File: src/rtl/load_unit_if.sv
// Handshaked word-read port between the M-stage load unit and data memory.
// The load unit is the master: it raises mem_req with mem_addr until mem_gnt, then waits for mem_rvalid.
interface load_unit_if;
    logic        mem_req;
    logic        mem_gnt;
    logic [31:0] mem_addr;
    logic        mem_rvalid;
    logic [31:0] mem_rdata;

    modport master (
        output mem_req,
        output mem_addr,
        input  mem_gnt,
        input  mem_rvalid,
        input  mem_rdata
    );

    modport slave (
        input  mem_req,
        input  mem_addr,
        output mem_gnt,
        output mem_rvalid,
        output mem_rdata
    );
endinterface

File: src/rtl/load_unit.sv
// M-stage load unit: issues one word read per lw/lh/lhu/lb/lbu, stalls until data returns,
// extracts and extends the addressed byte/halfword, and reports address and bus errors.
module load_unit #(
    parameter logic [31:0] DM_LIMIT = 32'h0000_3000,
    parameter int unsigned TIMEOUT  = 15
) (
    input  logic               clk,
    input  logic               reset,
    input  logic [31:0]        ALUout_M,
    input  logic [2:0]         loadselM,
    input  logic [31:0]        NPC,
    input  logic               Exception,
    load_unit_if.master        mem,
    output logic               StallM,
    output logic [31:0]        LoadData_W,
    output logic               LoadValid_W,
    output logic               AdEL,
    output logic               BusErr,
    output logic [31:0]        ErrPC
);

    localparam logic [2:0] LD_W  = 3'd1;
    localparam logic [2:0] LD_H  = 3'd2;
    localparam logic [2:0] LD_HU = 3'd3;
    localparam logic [2:0] LD_B  = 3'd4;
    localparam logic [2:0] LD_BU = 3'd5;
    localparam logic [3:0] TIMEOUT_C = 4'(TIMEOUT);

    typedef enum logic [1:0] {
        IDLE  = 2'd0,
        REQ   = 2'd1,
        WAIT  = 2'd2,
        DRAIN = 2'd3
    } state_t;

    state_t      state_q, state_d;
    logic        mem_req_q, mem_req_d;
    logic [31:0] mem_addr_q, mem_addr_d;
    logic [1:0]  off_q, off_d;
    logic [2:0]  type_q, type_d;
    logic [31:0] npc_q, npc_d;
    logic [3:0]  cnt_q, cnt_d;
    logic [31:0] load_data_q, load_data_d;
    logic        load_valid_q, load_valid_d;
    logic        adel_q, adel_d;
    logic        buserr_q, buserr_d;
    logic [31:0] errpc_q, errpc_d;

    logic        is_load;
    logic        misaligned;
    logic        stall;
    logic [3:0]  cnt_inc;
    logic        timed_out;
    logic [15:0] half_v;
    logic [7:0]  byte_v;
    logic [31:0] ext_v;

    always_comb begin
        is_load    = (loadselM != 3'd0) && (loadselM <= LD_BU);
        misaligned = 1'b0;
        if (loadselM == LD_W) begin
            misaligned = (ALUout_M[1:0] != 2'b00);
        end else if ((loadselM == LD_H) || (loadselM == LD_HU)) begin
            misaligned = ALUout_M[0];
        end
        cnt_inc   = cnt_q + 4'd1;
        timed_out = (cnt_inc == TIMEOUT_C);
    end

    // Byte/halfword lane selection uses the offset latched at issue, not the live address.
    always_comb begin
        half_v = off_q[1] ? mem.mem_rdata[31:16] : mem.mem_rdata[15:0];
        case (off_q)
            2'd0:    byte_v = mem.mem_rdata[7:0];
            2'd1:    byte_v = mem.mem_rdata[15:8];
            2'd2:    byte_v = mem.mem_rdata[23:16];
            default: byte_v = mem.mem_rdata[31:24];
        endcase
        case (type_q)
            LD_H:    ext_v = {{16{half_v[15]}}, half_v};
            LD_HU:   ext_v = {16'h0000, half_v};
            LD_B:    ext_v = {{24{byte_v[7]}}, byte_v};
            LD_BU:   ext_v = {24'h000000, byte_v};
            default: ext_v = mem.mem_rdata;
        endcase
    end

    always_comb begin
        state_d      = state_q;
        mem_req_d    = mem_req_q;
        mem_addr_d   = mem_addr_q;
        off_d        = off_q;
        type_d       = type_q;
        npc_d        = npc_q;
        cnt_d        = cnt_q;
        load_data_d  = load_data_q;
        load_valid_d = 1'b0;
        adel_d       = 1'b0;
        buserr_d     = 1'b0;
        errpc_d      = errpc_q;
        stall        = 1'b0;

        case (state_q)
            IDLE: begin
                if (is_load && !Exception) begin
                    if (misaligned || (ALUout_M >= DM_LIMIT)) begin
                        adel_d  = 1'b1;
                        errpc_d = NPC;
                    end else begin
                        mem_addr_d = {ALUout_M[31:2], 2'b00};
                        off_d      = ALUout_M[1:0];
                        type_d     = loadselM;
                        npc_d      = NPC;
                        mem_req_d  = 1'b1;
                        stall      = 1'b1;
                        state_d    = REQ;
                    end
                end
            end

            // A flush that coincides with the grant still has data in flight, so it must drain.
            REQ: begin
                stall = 1'b1;
                if (mem.mem_gnt) begin
                    mem_req_d = 1'b0;
                    cnt_d     = 4'd0;
                    state_d   = Exception ? DRAIN : WAIT;
                end else if (Exception) begin
                    mem_req_d = 1'b0;
                    state_d   = IDLE;
                end
            end

            WAIT: begin
                stall = !mem.mem_rvalid;
                cnt_d = cnt_inc;
                if (mem.mem_rvalid) begin
                    state_d = IDLE;
                    if (!Exception) begin
                        load_data_d  = ext_v;
                        load_valid_d = 1'b1;
                    end
                end else if (timed_out) begin
                    state_d = IDLE;
                    if (!Exception) begin
                        buserr_d = 1'b1;
                        errpc_d  = npc_q;
                    end
                end else if (Exception) begin
                    state_d = DRAIN;
                end
            end

            DRAIN: begin
                stall = !mem.mem_rvalid;
                cnt_d = cnt_inc;
                if (mem.mem_rvalid || timed_out) begin
                    state_d = IDLE;
                end
            end

            default: state_d = IDLE;
        endcase
    end

    always_ff @(posedge clk) begin
        if (!reset) begin
            state_q      <= IDLE;
            mem_req_q    <= 1'b0;
            mem_addr_q   <= 32'h0;
            off_q        <= 2'd0;
            type_q       <= 3'd0;
            npc_q        <= 32'h0;
            cnt_q        <= 4'd0;
            load_data_q  <= 32'h0;
            load_valid_q <= 1'b0;
            adel_q       <= 1'b0;
            buserr_q     <= 1'b0;
            errpc_q      <= 32'h0;
        end else begin
            state_q      <= state_d;
            mem_req_q    <= mem_req_d;
            mem_addr_q   <= mem_addr_d;
            off_q        <= off_d;
            type_q       <= type_d;
            npc_q        <= npc_d;
            cnt_q        <= cnt_d;
            load_data_q  <= load_data_d;
            load_valid_q <= load_valid_d;
            adel_q       <= adel_d;
            buserr_q     <= buserr_d;
            errpc_q      <= errpc_d;
        end
    end

    // The stall is combinational, so hold it low while reset is asserted.
    assign StallM       = reset & stall;
    assign mem.mem_req  = mem_req_q;
    assign mem.mem_addr = mem_addr_q;
    assign LoadData_W   = load_data_q;
    assign LoadValid_W  = load_valid_q;
    assign AdEL         = adel_q;
    assign BusErr       = buserr_q;
    assign ErrPC        = errpc_q;

endmodule

File: src/flat_wrapper.sv
// flat-port wrapper written by rule: the top's interface ports become plain ports
module load_unit_flat 
#(
    parameter logic [31:0] DM_LIMIT = 32'h0000_3000,
    parameter int unsigned TIMEOUT  = 15
)
  (clk, reset, ALUout_M, loadselM, NPC, Exception, StallM, LoadData_W, LoadValid_W, AdEL, BusErr, ErrPC, mem_mem_req, mem_mem_addr, mem_mem_gnt, mem_mem_rvalid, mem_mem_rdata);
  load_unit_if mem_i ();
  input  logic clk;
  input  logic reset;
  input  logic [31:0] ALUout_M;
  input  logic [2:0] loadselM;
  input  logic [31:0] NPC;
  input  logic Exception;
  output logic StallM;
  output logic [31:0] LoadData_W;
  output logic LoadValid_W;
  output logic AdEL;
  output logic BusErr;
  output logic [31:0] ErrPC;
  output wire logic [$bits(mem_i.mem_req)-1:0] mem_mem_req;
  output wire logic [$bits(mem_i.mem_addr)-1:0] mem_mem_addr;
  input wire logic [$bits(mem_i.mem_gnt)-1:0] mem_mem_gnt;
  input wire logic [$bits(mem_i.mem_rvalid)-1:0] mem_mem_rvalid;
  input wire logic [$bits(mem_i.mem_rdata)-1:0] mem_mem_rdata;
  assign mem_mem_req = mem_i.mem_req;
  assign mem_mem_addr = mem_i.mem_addr;
  assign mem_i.mem_gnt = mem_mem_gnt;
  assign mem_i.mem_rvalid = mem_mem_rvalid;
  assign mem_i.mem_rdata = mem_mem_rdata;
  load_unit #(.DM_LIMIT(DM_LIMIT), .TIMEOUT(TIMEOUT)) u_core (.clk(clk), .reset(reset), .ALUout_M(ALUout_M), .loadselM(loadselM), .NPC(NPC), .Exception(Exception), .mem(mem_i), .StallM(StallM), .LoadData_W(LoadData_W), .LoadValid_W(LoadValid_W), .AdEL(AdEL), .BusErr(BusErr), .ErrPC(ErrPC));
endmodule
File: config.mk
export PLATFORM = sky130hd
export DESIGN_NAME = load_unit_flat
export DESIGN_NICKNAME = d
export VERILOG_FILES = /design/src/rtl/load_unit_if.sv /design/src/rtl/load_unit.sv /design/src/flat_wrapper.sv
export SDC_FILE = /design/constraint.sdc
export NUM_CORES = 1
export LEC_CHECK = 0
export ABC_AREA = 1
export BUFFER_PORTS_ARGS = -buffer_cell sky130_fd_sc_hd__buf_2
export CAP_MARGIN = 20
export CORE_ASPECT_RATIO = 2
export CORE_MARGIN = 2
export CORE_UTILIZATION = 46
export DETAILED_ROUTE_END_ITERATION = 10
export GPL_TIMING_DRIVEN = 0
export PLACE_DENSITY = 0.76
export SYNTH_ARGS = -nofsm -noshare
export SYNTH_HDL_FRONTEND = slang
export SYNTH_SLANG_ARGS = --single-unit
File: constraint.sdc
create_clock -name clk -period 1.7 [get_ports clk]
set_clock_uncertainty 0.05 [all_clocks]
set_input_delay 0.51 -clock clk [delete_from_list [all_inputs] [get_ports clk]]
set_output_delay 0.51 -clock clk [all_outputs]
set_load 0.01 [all_outputs]
* Word-level counts from Yosys, hierarchy flattened
Index checks and enable logic that the tools add are counted.
Widths: inputs -> output; s select.
** Storage, ports and cells
- RAM bits :: 0
- Output and inout port bits :: 101
- Word-level logic and storage cells :: 101
- Bits of input ports :: 104
- ROM bits :: 0
- Flip-flop bits (word level) :: 141
- Memories :: 0
- Latch bits :: 0
** Cells by class
- Magnitude comparators :: 2
- Shifts and indexed selects :: 0
- Equality and inequality tests :: 23
- Bitwise logic cells :: 6
- Reductions and logical operators :: 24
- $mul :: 0
- $add $sub $neg :: 1
- Div/mod/pow operators :: 0
- Mux-type cells :: 33
** Operators by type and width (number)
- $mux 32 :: 5
- $pmux 32 s4 :: 1
- $pmux 32 s2 :: 1
- $ge 32x14->1 const B :: 1
- $pmux 8 s3 :: 1
- $mux 16 :: 1
- $mux 2 :: 8
- $eq 3x2->1 const B :: 4
- $reduce_and 3->1 :: 4
- $mux 1 :: 11
- $ne 2x1->1 const B :: 4
- $ne 2x2->1 const B :: 4
- $pmux 2 s4 :: 1
- $pmux 4 s2 :: 1
- $reduce_bool 2->1 :: 4
- $eq 2x2->1 const B :: 3
- $eq 3x3->1 const B :: 2
- $reduce_and 6->1 :: 1
- $not 1->1 :: 5
- $reduce_and 5->1 :: 1
- $add 4x1->4 const B :: 1
- $eq 2x1->1 const B :: 2
- $eq 4x4->1 const B :: 1
- $logic_not 2->1 :: 2
- other kinds (16) :: 20

* Logic depth before layout (Yosys ltp)
- Depth in word-level cells :: 9
- Mapped depth :: 12
- Depth with buffers taken out :: 11

* Worst setup path after synthesis
No wires, ideal clock.
- Path type :: input port to output port
- Start point :: input port ALUout_M[14]
- End point :: output port StallM
- Arrival :: 1.276 ns
- Setup slack :: -0.136 ns
- Buffers on the path :: 0
- Required time :: 1.140 ns
- Cell stages on the path :: 6
- Cell sequence :: nor2_1 nand2_1 nor2_1 nand2_1 o21ai_2 o2111a_1
** Between the ends
- Cells in the longest elaborated chain, start to end :: 6
** Ends and longest elaborated chain
- from (decl) :: RTL line flat_wrapper.sv:11 : input logic [31:0] ALUout_M;
- $ge 32x14->1 :: RTL line load_unit.sv:106 : if (misaligned || (ALUout_M >= DM_LIMIT)) begin
- $logic_or 1x1->1 :: RTL line load_unit.sv:106
- $mux 1 :: RTL line load_unit.sv:106
- $mux 1 :: RTL line load_unit.sv:105 : if (is_load && !Exception) begin
- $pmux 1 s3 :: RTL line load_unit.sv:103 : case (state_q)
- $and 1x1->1 :: RTL line load_unit.sv:197 : assign StallM = reset & stall;
- to (decl) :: RTL line flat_wrapper.sv:15 : output logic StallM;
Every way passes these cells.

* Worst setup path after layout
- Start point :: input port ALUout_M[15]
- End point :: output port StallM
Same word-level chain as after synthesis.

==> results.toml <==
[outcome]
run_status = "finished with violations"
violations = "setup timing"

[yosys]
synth-edff-count = 0
async_flop_share_pct = 0
netlist_top_cells_area = "dfxtp_1 (44%), nand2_1 (11%), nor2_1 (8.2%)"
synth_cell_type_count = 34
syn-instance-count = 935
yosysSeqAreaShare_pct = 43.54
ys_ff_latch = 141
syn-cell-area_um2 = 6482
synth_area_leader_cell = "dfxtp_1"
yosysWarnings = 0
synth_top_area_share_pct = 43.54
synth_flop_cell = "dfxtp_1"
syn_area_per_cell_um2 = 6.933
netlist_top_cells_count = "nand2_1 (189), dfxtp_1 (141), nor2_1 (141), a21oi_1 (95), inv_1 (80)"
post-synth-top-count-cell = "nand2_1"

[power]
p_clk_share_pct = 47.0
switchingPower_mw = 2.093
p_int_mw = 5.831
power.density_nw_per_um2 = 869.6
p_seq_share_pct = 42.9
total_power_mw = 7.923
p_leak_nw = 4.267
p_comb_share_pct = 10.1
p_sw_share_pct = 26.41
irDropWorstVdd_mv = 0.7250

[clocking]
cts_max_level = 4
numCtsBuffers = 17
cts-root-buf = "clkbuf_16"
cts_tree = "built"
cts_buffer_depth = 2
clk_pin_slew_ns = 0.07
clock_latency_ns = 0.43
ctsHoldBuffers = 0
cts_sinks = 141

[detailed_routing]
drt_iter0_drc = 387
first_pass_iters = 5
vias_per_cell = 5.171
dr_wl_met2_um = 12030
detail-route-antenna-nets = 0
dr.max_layer_used = "met4"
drc = 0
wl_per_cell_um = 16.13
wl_um = 22340
wl_met1_um = 7537
dr_total_vias = 7162
wl_met3_um = 1179

[cells_and_area]
multi_input_area_um2 = 3344
nets = 1287
num-fill-cells = 1239
area_delta_synth_final_pct = 40.55
final_cells = 1385
drive_gt1_share_pct = 33.75
seqCellArea_um2 = 2838
final_util_pct = 65.95

[critical_path]
cp_max_fo = 2
critPathCaptureType = "output port"
crit_arrival_ns = 1.59
critPathLaunchType = "input port"
worstPathRequired_ns = 1.14
critPathKind = "input port to output port"

[timing]
period_share_pct = 126.4
worst_pin_slew_ns = 0.7123
slew-limit-headroom_pct = 52.51
fin_tns_setup_ns = -1.810
rsz0062_at_grt = "yes"
report.final.slew_viol_count = 0
fmax_mhz = 465.4
final-setup-viol-count = 32
hold_violations = 0
fin_ws_ns = -0.4485
final.min_clock_period_ns = 2.148

[placed_design]
dp.cells = 1327
gp_congestion = 0.9495
port_buffers = 202
dp_hpwl_um = 16200

[floorplanning]
die_y_um = 171.9
start_util_pct = 46.93
die_x_um = 87.94
io_pins = 205
coreArea_um2 = 13810
rows = 61
die_area_um2 = 15120

[grt]
grt_pass1_vias = 6506
grt_overflow = 0
grt_pass1_wl_um = 31790
grt_start_max_net_pins = 17
grt_use_total_pct = 27.52
antenna_found_initial = 1

[worst_hold_path]
hp-class = "input port to register"

[flow_run]
cap_violations = 0
cell type report:
cell class | instances | share of cell area (%)
Antenna cell | 2 | 0.05493
Sequential cell | 141 | 31.15
Inverter | 87 | 3.639
Buffer | 59 | 4.600
Tap cell | 189 | 2.595
Timing Repair Buffer | 229 | 14.82
Clock buffer | 18 | 4.820
Multi-Input combinational cell | 646 | 36.71
Clock inverter | 14 | 1.620
path summary, 6_finish.rpt:
kind	startpoint	endpoint	slack, ns	depth (start not counted)
max	ALUout_M[15]	StallM	-0.45	8
min	ALUout_M[2]	u_core.mem.mem_addr[2]$_SDFFE_PN0P_	0.30	3
max reg2reg	u_core.cnt_q[1]$_SDFFE_PN0P_	u_core.ErrPC[4]$_SDFFE_PN0P_	-0.13	12
min reg2reg	u_core.mem.mem_addr[18]$_SDFFE_PN0P_	u_core.mem.mem_addr[18]$_SDFFE_PN0P_	0.38	2
logic make-up (layout without fill, tap and decap cells):
group           Yosys count  count (layout)  share of synthesized area (%)
compound gates          209             209                          16.99
fa+ha+maj                 2               2                         0.3860
buf+inv                 149             407                          9.631
flops                   141             141                          43.54
mux                      17              17                          2.625
other cells               1               4                        0.05785
simple gates            416             416                          26.77
state kept, by name, summed over array words and instances (netlist names):
signal,cells
u_core.mem.mem_req,1
u_core.ErrPC,32
u_core.LoadData_W,32
u_core.cnt_q,4
u_core.npc_q,32
u_core.off_q,2
u_core.mem.mem_addr,30
u_core.type_q,3
u_core.LoadValid_W,1
u_core.state_q,2
u_core.BusErr,1
u_core.AdEL,1
power groups by stage:
| stage | clock (mW) | sequential (mW) | combinational [mW] |
|---|---|---|---|
| after global routing | 3.90 | 3.41 | 0.873 |
| after global placement | 0 | 3.47 | 0.636 |
| final | 3.72 | 3.40 | 0.803 |
| after CTS | 3.76 | 3.40 | 0.660 |
| after detailed placement | 0 | 3.48 | 0.639 |
| after floorplan | 0 | 3.51 | 0.297 |
critical path: stages:
cell and delay, ns:
buf_6 0.10, nor2_2 0.09, nand2_1 0.09, nor2_2 0.12, nand2_2 0.11, o21ai_4 0.19, o2111a_1 0.23, buf_2 0.15
cell usage in the layout (no fill, tap or decap), types with 9 or more instances in the layout:
cell type | Yosys | final
nand2_1 | 189 | 161
nor2_1 | 141 | 120
nor2_4 | 3 | 11
o21ai_1 | 29 | 32
inv_1 | 80 | 76
buf_2 | 25 | 202
nand2_2 | 2 | 23
dfxtp_1 | 141 | 135
a21oi_1 | 95 | 88
mux2i_1 | 17 | 16
clkbuf_16 | 0 | 20
buf_6 | 0 | 25
a31oi_1 | 10 | 10
nand4_1 | 9 | 9
clkbuf_1 | 24 | 14
buf_4 | 9 | 23
nand3_1 | 60 | 52
o21ai_0 | 61 | 57
inv_2 | 7 | 9
nor2_2 | 2 | 15
stage by stage:
step	cell area, um2	worst slack, ns	hold WS (ns)
global placement	7734	-0.6836	0.3736
global route	9109	-0.4779	0.2987
detailed placement	7734	-0.6920	0.3749
CTS	8504	-0.4031	0.2903
floorplan	6486	-0.1359	0.3745
finish	9111	-0.4485	0.3001
metal layers:
metal,vias to the layer above,global-route usage [%]
met5,-,0
met2,313,50.53
met1,3224,26.81
met4,0,19.67
met3,98,4.535
li1,3527,-
repair_timing:
action,4_1_cts,5_1_grt
setup endpoints to repair,134,124
setup buffers,7,16
gates resized for setup,46,137
pin swaps,12,43
gates cloned,0,5
No activity file was read; power rests on OpenSTA's default activity.
